## config.mk

```make
export PLATFORM = sky130hd
export DESIGN_NAME = inst_buffer_flat
export DESIGN_NICKNAME = d
export VERILOG_FILES = /design/src/rtl/inst_buffer_if.sv /design/src/rtl/inst_buffer.sv /design/src/flat_wrapper.sv
export SDC_FILE = /design/constraint.sdc
export NUM_CORES = 2
export LEC_CHECK = 0
export CORE_MARGIN = 2
export CORE_UTILIZATION = 35
export DETAILED_ROUTE_END_ITERATION = 7
export DONT_BUFFER_PORTS = 1
export PLACE_DENSITY_LB_ADDON = 0.2
export SLEW_MARGIN = 5
export SYNTH_ARGS = -nofsm -noshare
export SYNTH_HDL_FRONTEND = slang
export SYNTH_SLANG_ARGS = --single-unit
```

## constraint.sdc

```tcl
create_clock -name clock -period 16.3 [get_ports clock]
set_clock_uncertainty 0.15 [all_clocks]
set_input_delay 4.89 -clock clock [delete_from_list [all_inputs] [get_ports clock]]
set_output_delay 4.89 -clock clock [all_outputs]
set_load 0.05 [all_outputs]
```

## src/rtl/inst_buffer_if.sv

```systemverilog
// Fetch/Dispatch-facing bus of the instruction buffer, plus the packet payload type.
//   inst_buffer_inputs  : up to N packets from Fetch, index 0 oldest
//   instructions_valid  : number of valid inputs (indices 0..k-1)
//   inst_buffer_spots   : free entries advertised to Fetch, capped at N
//   restore_valid       : branch-stack flush request
//   dispatch_packets    : oldest buffered packets, index 0 is the head
//   dispatch_valid      : number of valid dispatch_packets
//   dispatch_accept     : number of packets Dispatch consumes this cycle
package inst_buffer_pkg;
  localparam int unsigned INST_W = 32;
  localparam int unsigned PC_W   = 32;

  typedef struct packed {
    logic [INST_W-1:0] inst;
    logic [PC_W-1:0]   PC;
    logic              taken;
  } fetch_packet_t;
endpackage

interface inst_buffer_if #(
  parameter int unsigned N               = 3,
  parameter int unsigned NUM_SCALAR_BITS = 2
);
  import inst_buffer_pkg::*;

  fetch_packet_t [N-1:0]      inst_buffer_inputs;
  logic [NUM_SCALAR_BITS-1:0] instructions_valid;
  logic [NUM_SCALAR_BITS-1:0] inst_buffer_spots;
  logic                       restore_valid;
  fetch_packet_t [N-1:0]      dispatch_packets;
  logic [NUM_SCALAR_BITS-1:0] dispatch_valid;
  logic [NUM_SCALAR_BITS-1:0] dispatch_accept;

  // Fetch/Dispatch/branch-stack side
  modport master (
    output inst_buffer_inputs, instructions_valid, restore_valid, dispatch_accept,
    input  inst_buffer_spots, dispatch_packets, dispatch_valid
  );

  // Buffer side
  modport slave (
    input  inst_buffer_inputs, instructions_valid, restore_valid, dispatch_accept,
    output inst_buffer_spots, dispatch_packets, dispatch_valid
  );
endinterface

```

## src/rtl/inst_buffer.sv

```systemverilog
// Circular instruction buffer between Fetch and Dispatch.
// Accepts up to N in-order packets per cycle, presents up to N oldest packets,
// retires as many as Dispatch accepts, and flushes on a branch-stack restore.
//   clock : rising-edge clock
//   reset : synchronous, active-low
//   bus   : inst_buffer_if slave modport (Fetch writes, Dispatch reads, restore)
module inst_buffer
  import inst_buffer_pkg::*;
#(
  parameter int unsigned N               = 3,
  parameter int unsigned DEPTH           = 16,
  parameter int unsigned NUM_SCALAR_BITS = 2
) (
  input  logic         clock,
  input  logic         reset,
  inst_buffer_if.slave bus
);
  localparam int unsigned PTR_W = $clog2(DEPTH);
  localparam int unsigned CNT_W = $clog2(DEPTH + 1);
  localparam int unsigned NSB   = NUM_SCALAR_BITS;

  fetch_packet_t    r_mem [DEPTH];
  logic [PTR_W-1:0] r_head;
  logic [PTR_W-1:0] r_tail;
  logic [CNT_W-1:0] r_count;

  logic [CNT_W-1:0]      w_free;
  logic [NSB-1:0]        w_spots_c;
  logic [NSB-1:0]        w_dvalid_c;
  logic [NSB-1:0]        w_wr;
  logic [NSB-1:0]        w_rd;
  logic                  w_flush;
  fetch_packet_t [N-1:0] w_disp;

  // Space/availability come from the registered count only: no input-to-output path
  always_comb begin
    w_free     = CNT_W'(DEPTH) - r_count;
    w_spots_c  = (w_free  >= CNT_W'(N)) ? NSB'(N) : NSB'(w_free);
    w_dvalid_c = (r_count >= CNT_W'(N)) ? NSB'(N) : NSB'(r_count);
    w_wr       = (bus.instructions_valid < w_spots_c)  ? bus.instructions_valid : w_spots_c;
    w_rd       = (bus.dispatch_accept    < w_dvalid_c) ? bus.dispatch_accept    : w_dvalid_c;
    w_flush    = !reset || bus.restore_valid;
  end

  // Head-relative read window; slots past dispatch_valid drive zero
  always_comb begin
    w_disp = '0;
    for (int i = 0; i < int'(N); i++) begin
      if (NSB'(i) < w_dvalid_c) w_disp[i] = r_mem[r_head + PTR_W'(i)];
    end
  end

  assign bus.inst_buffer_spots = w_spots_c;
  assign bus.dispatch_valid    = w_dvalid_c;
  assign bus.dispatch_packets  = w_disp;

  // Entry storage is never cleared; a flush cycle's writes are dropped
  always_ff @(posedge clock) begin
    if (!w_flush) begin
      for (int i = 0; i < int'(N); i++) begin
        if (NSB'(i) < w_wr) r_mem[r_tail + PTR_W'(i)] <= bus.inst_buffer_inputs[i];
      end
    end
  end

  // Pointers and occupancy; reset and restore both empty the buffer
  always_ff @(posedge clock) begin
    if (w_flush) begin
      r_head  <= '0;
      r_tail  <= '0;
      r_count <= '0;
    end else begin
      r_head  <= r_head + PTR_W'(w_rd);
      r_tail  <= r_tail + PTR_W'(w_wr);
      r_count <= r_count + CNT_W'(w_wr) - CNT_W'(w_rd);
    end
  end

  // Protocol checks; over-requests are clamped by the logic above
  always_ff @(posedge clock) begin
    if (reset) begin
      assert (bus.instructions_valid <= w_spots_c)
        else $warning("inst_buffer: instructions_valid exceeds inst_buffer_spots");
      assert (bus.dispatch_accept <= w_dvalid_c)
        else $warning("inst_buffer: dispatch_accept exceeds dispatch_valid");
      assert (r_count <= CNT_W'(DEPTH))
        else $error("inst_buffer: count exceeds DEPTH");
    end
  end
endmodule

```

## src/flat_wrapper.sv

```systemverilog
// flat-port wrapper written by rule: the top's interface ports become plain ports
module inst_buffer_flat import inst_buffer_pkg::*;
#(
  parameter int unsigned N               = 3,
  parameter int unsigned DEPTH           = 16,
  parameter int unsigned NUM_SCALAR_BITS = 2
)
  (clock, reset, bus_inst_buffer_inputs, bus_instructions_valid, bus_restore_valid, bus_dispatch_accept, bus_inst_buffer_spots, bus_dispatch_packets, bus_dispatch_valid);
  inst_buffer_if #(.N(N), .NUM_SCALAR_BITS(NUM_SCALAR_BITS)) bus_i ();
  input  logic clock;
  input  logic reset;
  input wire logic [$bits(bus_i.inst_buffer_inputs)-1:0] bus_inst_buffer_inputs;
  input wire logic [$bits(bus_i.instructions_valid)-1:0] bus_instructions_valid;
  input wire logic [$bits(bus_i.restore_valid)-1:0] bus_restore_valid;
  input wire logic [$bits(bus_i.dispatch_accept)-1:0] bus_dispatch_accept;
  output wire logic [$bits(bus_i.inst_buffer_spots)-1:0] bus_inst_buffer_spots;
  output wire logic [$bits(bus_i.dispatch_packets)-1:0] bus_dispatch_packets;
  output wire logic [$bits(bus_i.dispatch_valid)-1:0] bus_dispatch_valid;
  assign bus_i.inst_buffer_inputs = bus_inst_buffer_inputs;
  assign bus_i.instructions_valid = bus_instructions_valid;
  assign bus_i.restore_valid = bus_restore_valid;
  assign bus_i.dispatch_accept = bus_dispatch_accept;
  assign bus_inst_buffer_spots = bus_i.inst_buffer_spots;
  assign bus_dispatch_packets = bus_i.dispatch_packets;
  assign bus_dispatch_valid = bus_i.dispatch_valid;
  inst_buffer #(.N(N), .DEPTH(DEPTH), .NUM_SCALAR_BITS(NUM_SCALAR_BITS)) u_core (.clock(clock), .reset(reset), .bus(bus_i));
endmodule
```

== Word-level counts from Yosys, hierarchy flattened ==
Memories as Yosys holds them, arrays and structs flattened. A register that Yosys moved wholly into a read port is not among the register bits.
Index checks and enable logic that the tools add are counted.
Widths: inputs -> output; s select.

* Register bits after elaboration: 13
* RAM bits: 1040
* Bits of input ports: 202
* Output and inout port bits: 199
* Word-level logic and storage cells: 42
* Memories: 1

{| class="wikitable"
|+ Memory list
! name !! depth !! bits a word !! read ports !! clocked after memory_dff !! write ports !! RTL line !! text
|-
| u_core.r_mem || 16 || 65 || 3 || 1 || 3 || inst_buffer.sv:22 || <nowiki>fetch_packet_t r_mem [DEPTH];</nowiki>
|}

* Add/sub/neg operators: 9
* Magnitude comparators: 10
* Muxes and demuxes: 17
* Reduce and logical (&&, ||, !) cells: 2

{| class="wikitable"
|+ Operators by type and width
! operator !! count
|-
| $mux 65 || 3
|-
| $ge 5x2->1 const B || 2
|-
| $mux 1 || 9
|-
| $add 4x1->4 const B || 2
|-
| $add 4x2->4 || 2
|-
| $add 4x2->4 const B || 2
|-
| $lt 1x2->1 const A || 4
|-
| $mux 2 || 4
|-
| $add 5x2->5 || 1
|-
| $sub 5x2->5 || 1
|-
| $sub 5x5->5 const A || 1
|-
| $lt 2x2->1 || 2
|-
| $lt 2x2->1 const A || 2
|-
| $mux 4 || 1
|-
| $logic_not 1->1 || 1
|-
| $logic_or 1x1->1 || 1
|}

== Logic depth before layout (Yosys ltp) ==
* Depth in word-level cells: 9
* Gate-level depth with buffers: 20
* Mapped depth without buffers: 19

== Worst setup path after synthesis ==
OpenSTA, ideal clock, no wires.

* Path kind: input-to-reg
* Start point: in bus_instructions_valid[1]
* End point: mem u_core.r_mem[10][0] in the netlist's numbering (enable)
* Data arrival time: 10.371 ns
* Data required time: 15.572 ns
* Setup slack: 5.201 ns
* Cell stages on the path: 5
* Cells stage by stage: ha_1 > o21ai_0 > a31oi_1 > o21ai_0 > o21ai_0

{| class="wikitable"
|+ RTL lines
! item !! RTL line !! text
|-
| from (decl) || flat_wrapper.sv:13 || <nowiki>input wire logic [$bits(bus_i.instructions_valid)-1:0] bus_instructions_valid;</nowiki>
|-
| to (decl) || inst_buffer.sv:22 ||
|}

== Worst setup path in the final report ==
* Start point: reg u_core.r_head[0]
* End point: out bus_dispatch_packets[98]

* Longest elaborated chain between the ends: 3

{| class="wikitable"
|+ Ends and longest elaborated chain
! item !! RTL line !! text
|-
| from (decl) || inst_buffer.sv:23 || <nowiki>logic [PTR_W-1:0] r_head;</nowiki>
|-
| from (signal assigned) || inst_buffer.sv:73 || <nowiki>r_head <= r_head + PTR_W'(w_rd);</nowiki>
|-
| $add 4x1->4 || inst_buffer.sv:49 || <nowiki>if (NSB'(i) < w_dvalid_c) w_disp[i] = r_mem[r_head + PTR_W'(i)];</nowiki>
|-
| $mem_v2 16x65 || n/a ||
|-
| $mux 65 || inst_buffer.sv:49 ||
|-
| to (decl) || flat_wrapper.sv:17 || <nowiki>output wire logic [$bits(bus_i.dispatch_packets)-1:0] bus_dispatch_packets;</nowiki>
|}

No other way between the ends.

==> flow_summary.ini <==
[global_route]
grt_first_pass_wirelength_um = 474000
grt.busiest_layer = met2
use_met2_pct = 43.3
overflow = 0
use_met1_pct = 37.9
grt_pass1_vias = 54691
grt.total_usage_pct = 27.9
use_met3_pct = 7.52
grt_max_degree = 179
antenna_found_initial = 7

[final_layout]
stdcell_count = 8257
layout.nets = 5196
ff_latch_area_sq_um = 31500
nFillCells = 21919
area_growth_pct = 8.91
multi_input_area_sq_um = 49700
drive_above_1_share_pct = 65.7

[floorplan]
io_pins = 401
coreArea_sq_um = 238000
num_rows = 179
dieArea_sq_um = 243000
die-width_um = 493
initial_utilization_pct = 35.2
die_h_um = 493

[placed_design]
place.gp.congestion = 0.790
portBuffers = 0
pre_cts_slack_ns = 6.41
dp_hpwl_um = 186000
dp.cells = 7994

[timing]
setup_slack_ns = 5.58
slew_headroom_pct = 9.25
finalMaxSlewViolations = 0
hold_viol_final = 0
worst_pin_slew_ns = 1.36
period_share_pct = 65.8
fmax_mhz = 93.3
hold_ws_ns = 0.562
period_needed_ns = 10.72
rsz0062_at_grt = no
fin_tns_setup_ns = 0
setup_viol_count_final = 0

[flow_run]
cap_violations = 0

[yosys]
syn_inst = 5341
ys_types = 53
synth_flop_cell = edfxtp_1
yosys-top-cells-area = edfxtp_1 (37%), mux4_2 (24%), mux2_2 (24%)
synth_top_area_share_pct = 37.3
ys_ff_latch = 1053
ys_warn_count = 0
async_flop_share_pct = 0
synth_area_leader_cell = edfxtp_1
syn_nets = 5567
yosysSeqAreaShare_pct = 37.6
synth_area_sq_um = 83700
synth.avg_cell_area_sq_um = 15.7
synth_edf_count = 1040

[clock_tree]
ctsHoldBuffers = 0
clock_sinks = 1053
cts_buffers = 141
clock-root-buffer = clkbuf_16
path_clk_slew_ns = 0.05
ctsResizeCount = 0
clockBufferDepth = 3
post_cts_buffers = 0
cts_tree = yes
insertion_delay_ns = 0.83
ctsHtreeMaxLevel = 4

[critical_path]
crit_fanout = 49
timing.setup.critical_path_class = reg -> out
arrival_ns = 5.68
cpLargestDelayFamily = buffers and inverters
endpoint_kind = output port
crit_buf_inv = 4
critPathLaunchType = register
worstPathCellList = buf_4 -> buf_4 -> buf_4 -> mux4_2 -> nor2b_1 -> a211oi_1 -> a211oi_2 -> buf_4
crit_slowest_cell = a211oi_1
crit_required_ns = 11.26
critPathMostFrequentCell = buf_4
slowest_delay_ns = 0.87

[drt]
wl_per_cell_um = 42.1
first_iter_violations = 6076
dr.pass1.iters = 7
via_count = 55023
drc = 48
vias_per_cell = 6.66
ant_nets = 0
drt_wl_total_um = 347000

[outcome]
violations = design-rule violations
status = finished with violations

[power]
fin_total_pwr_mw = 11.7
p_leak_nw = 28.4
ir_worst_vdd_mv = 0.142
p_per_area_nw_per_um2 = 129

[hold_path]
hold_path_class = reg -> reg
## final cells by class
type / count / area share, %
flip-flops and latches: 1053 / 34.6
clock buffers: 187 / 4.18
inverters: 23 / 0.100
multi-input cells: 3575 / 54.5
diodes: 8 / 0.0220
well taps: 3167 / 4.35
clock inverters: 68 / 0.610
repair buffers: 176 / 1.68
## report_power, final
part	internal, mW	total, mW	switching (mW)	leakage (nW)
Combinational	1.98	5.47	3.49	16.8
Clock	1.76	3.08	1.31	2.12
Sequential	3.09	3.18	0.0833	9.49
## metal layers
metal | wire, um | vias to the layer above
met2 | 158000 | 3243
li1 | - | 21290
met5 | 7 | -
met3 | 34800 | 591
met4 | 11800 | 2
met1 | 142000 | 29897
## tightest hold or removal path, delay by kind of cell, from the launching register on
| family | cells | cell delay (ns) |
|---|---|---|
| flip-flops | 1 | 0.32 |
| buffers and inverters | 1 | 0.06 |
| AND/OR/NAND/NOR | 1 | 0.10 |
| adder cells (fa/ha/maj) | 1 | 0.13 |
| AO/OA/AOI/OAI | 1 | 0.05 |
## sequential cells by signal, summed over array words and instances, names as in the netlist
signal and flops:
u_core.r_tail 4, u_core.r_count 5, u_core.r_mem 1040, u_core.r_head 4
## metrics by stage
stage	area, sq um	utilization, %
floorplan	83700	-
global placement	86800	36.5
detailed placement	86800	36.5
CTS	91100	38.3
global route	91100	38.3
finish	91100	38.3
## cells in the final DEF (no fill, tap or decap), types with 41 or more instances in the layout
master	n
mux2i_1	65
clkbuf_1	41
mux4_2	910
buf_4	159
mux2_1	134
mux2_4	165
nor2b_1	201
edfxtp_1	1040
clkbuf_16	146
mux2_2	1781
a211oi_1	65
a211oi_2	64
## worst paths after layout
check                                  startpoint                        to  slack, ns  cells after the start
worst max-delay path             u_core.r_head[0]  bus_dispatch_packets[98]       5.58                      8
worst min-delay path            u_core.r_count[4]         u_core.r_count[4]       0.56                      4
worst max register to register  u_core.r_count[0]      u_core.r_mem[10][36]      10.06                     13
worst min register to register  u_core.r_count[4]         u_core.r_count[4]       0.56                      4
## cell families (layout without fill, tap and decap cells)
family / count (synthesis) / count (layout) / synth area share (%)
xor gates and xnor gates: 13 / 13 / 0.136
and+or+nand+nor: 276 / 276 / 2.00
DFF: 1053 / 1053 / 37.6
muxes: 3055 / 3055 / 54.0
other: 0 / 8 / 0
adders and majority gates: 24 / 24 / 0.395
AOI/OAI and AO/OA: 207 / 207 / 1.82
buffers and inverters: 713 / 454 / 4.01
## synth_stat cells (20+ instances only)
library cell / n
a211oi_1: 130
a21oi_1: 21
buf_1: 65
buf_2: 213
buf_4: 41
buf_6: 35
clkbuf_1: 336
edfxtp_1: 1040
ha_1: 20
inv_1: 23
mux2_1: 134
mux2_2: 1781
mux2_4: 165
mux2i_1: 65
mux4_2: 910
nor2_1: 26
nor2b_1: 202
Power figures use the tool's default switching activity.
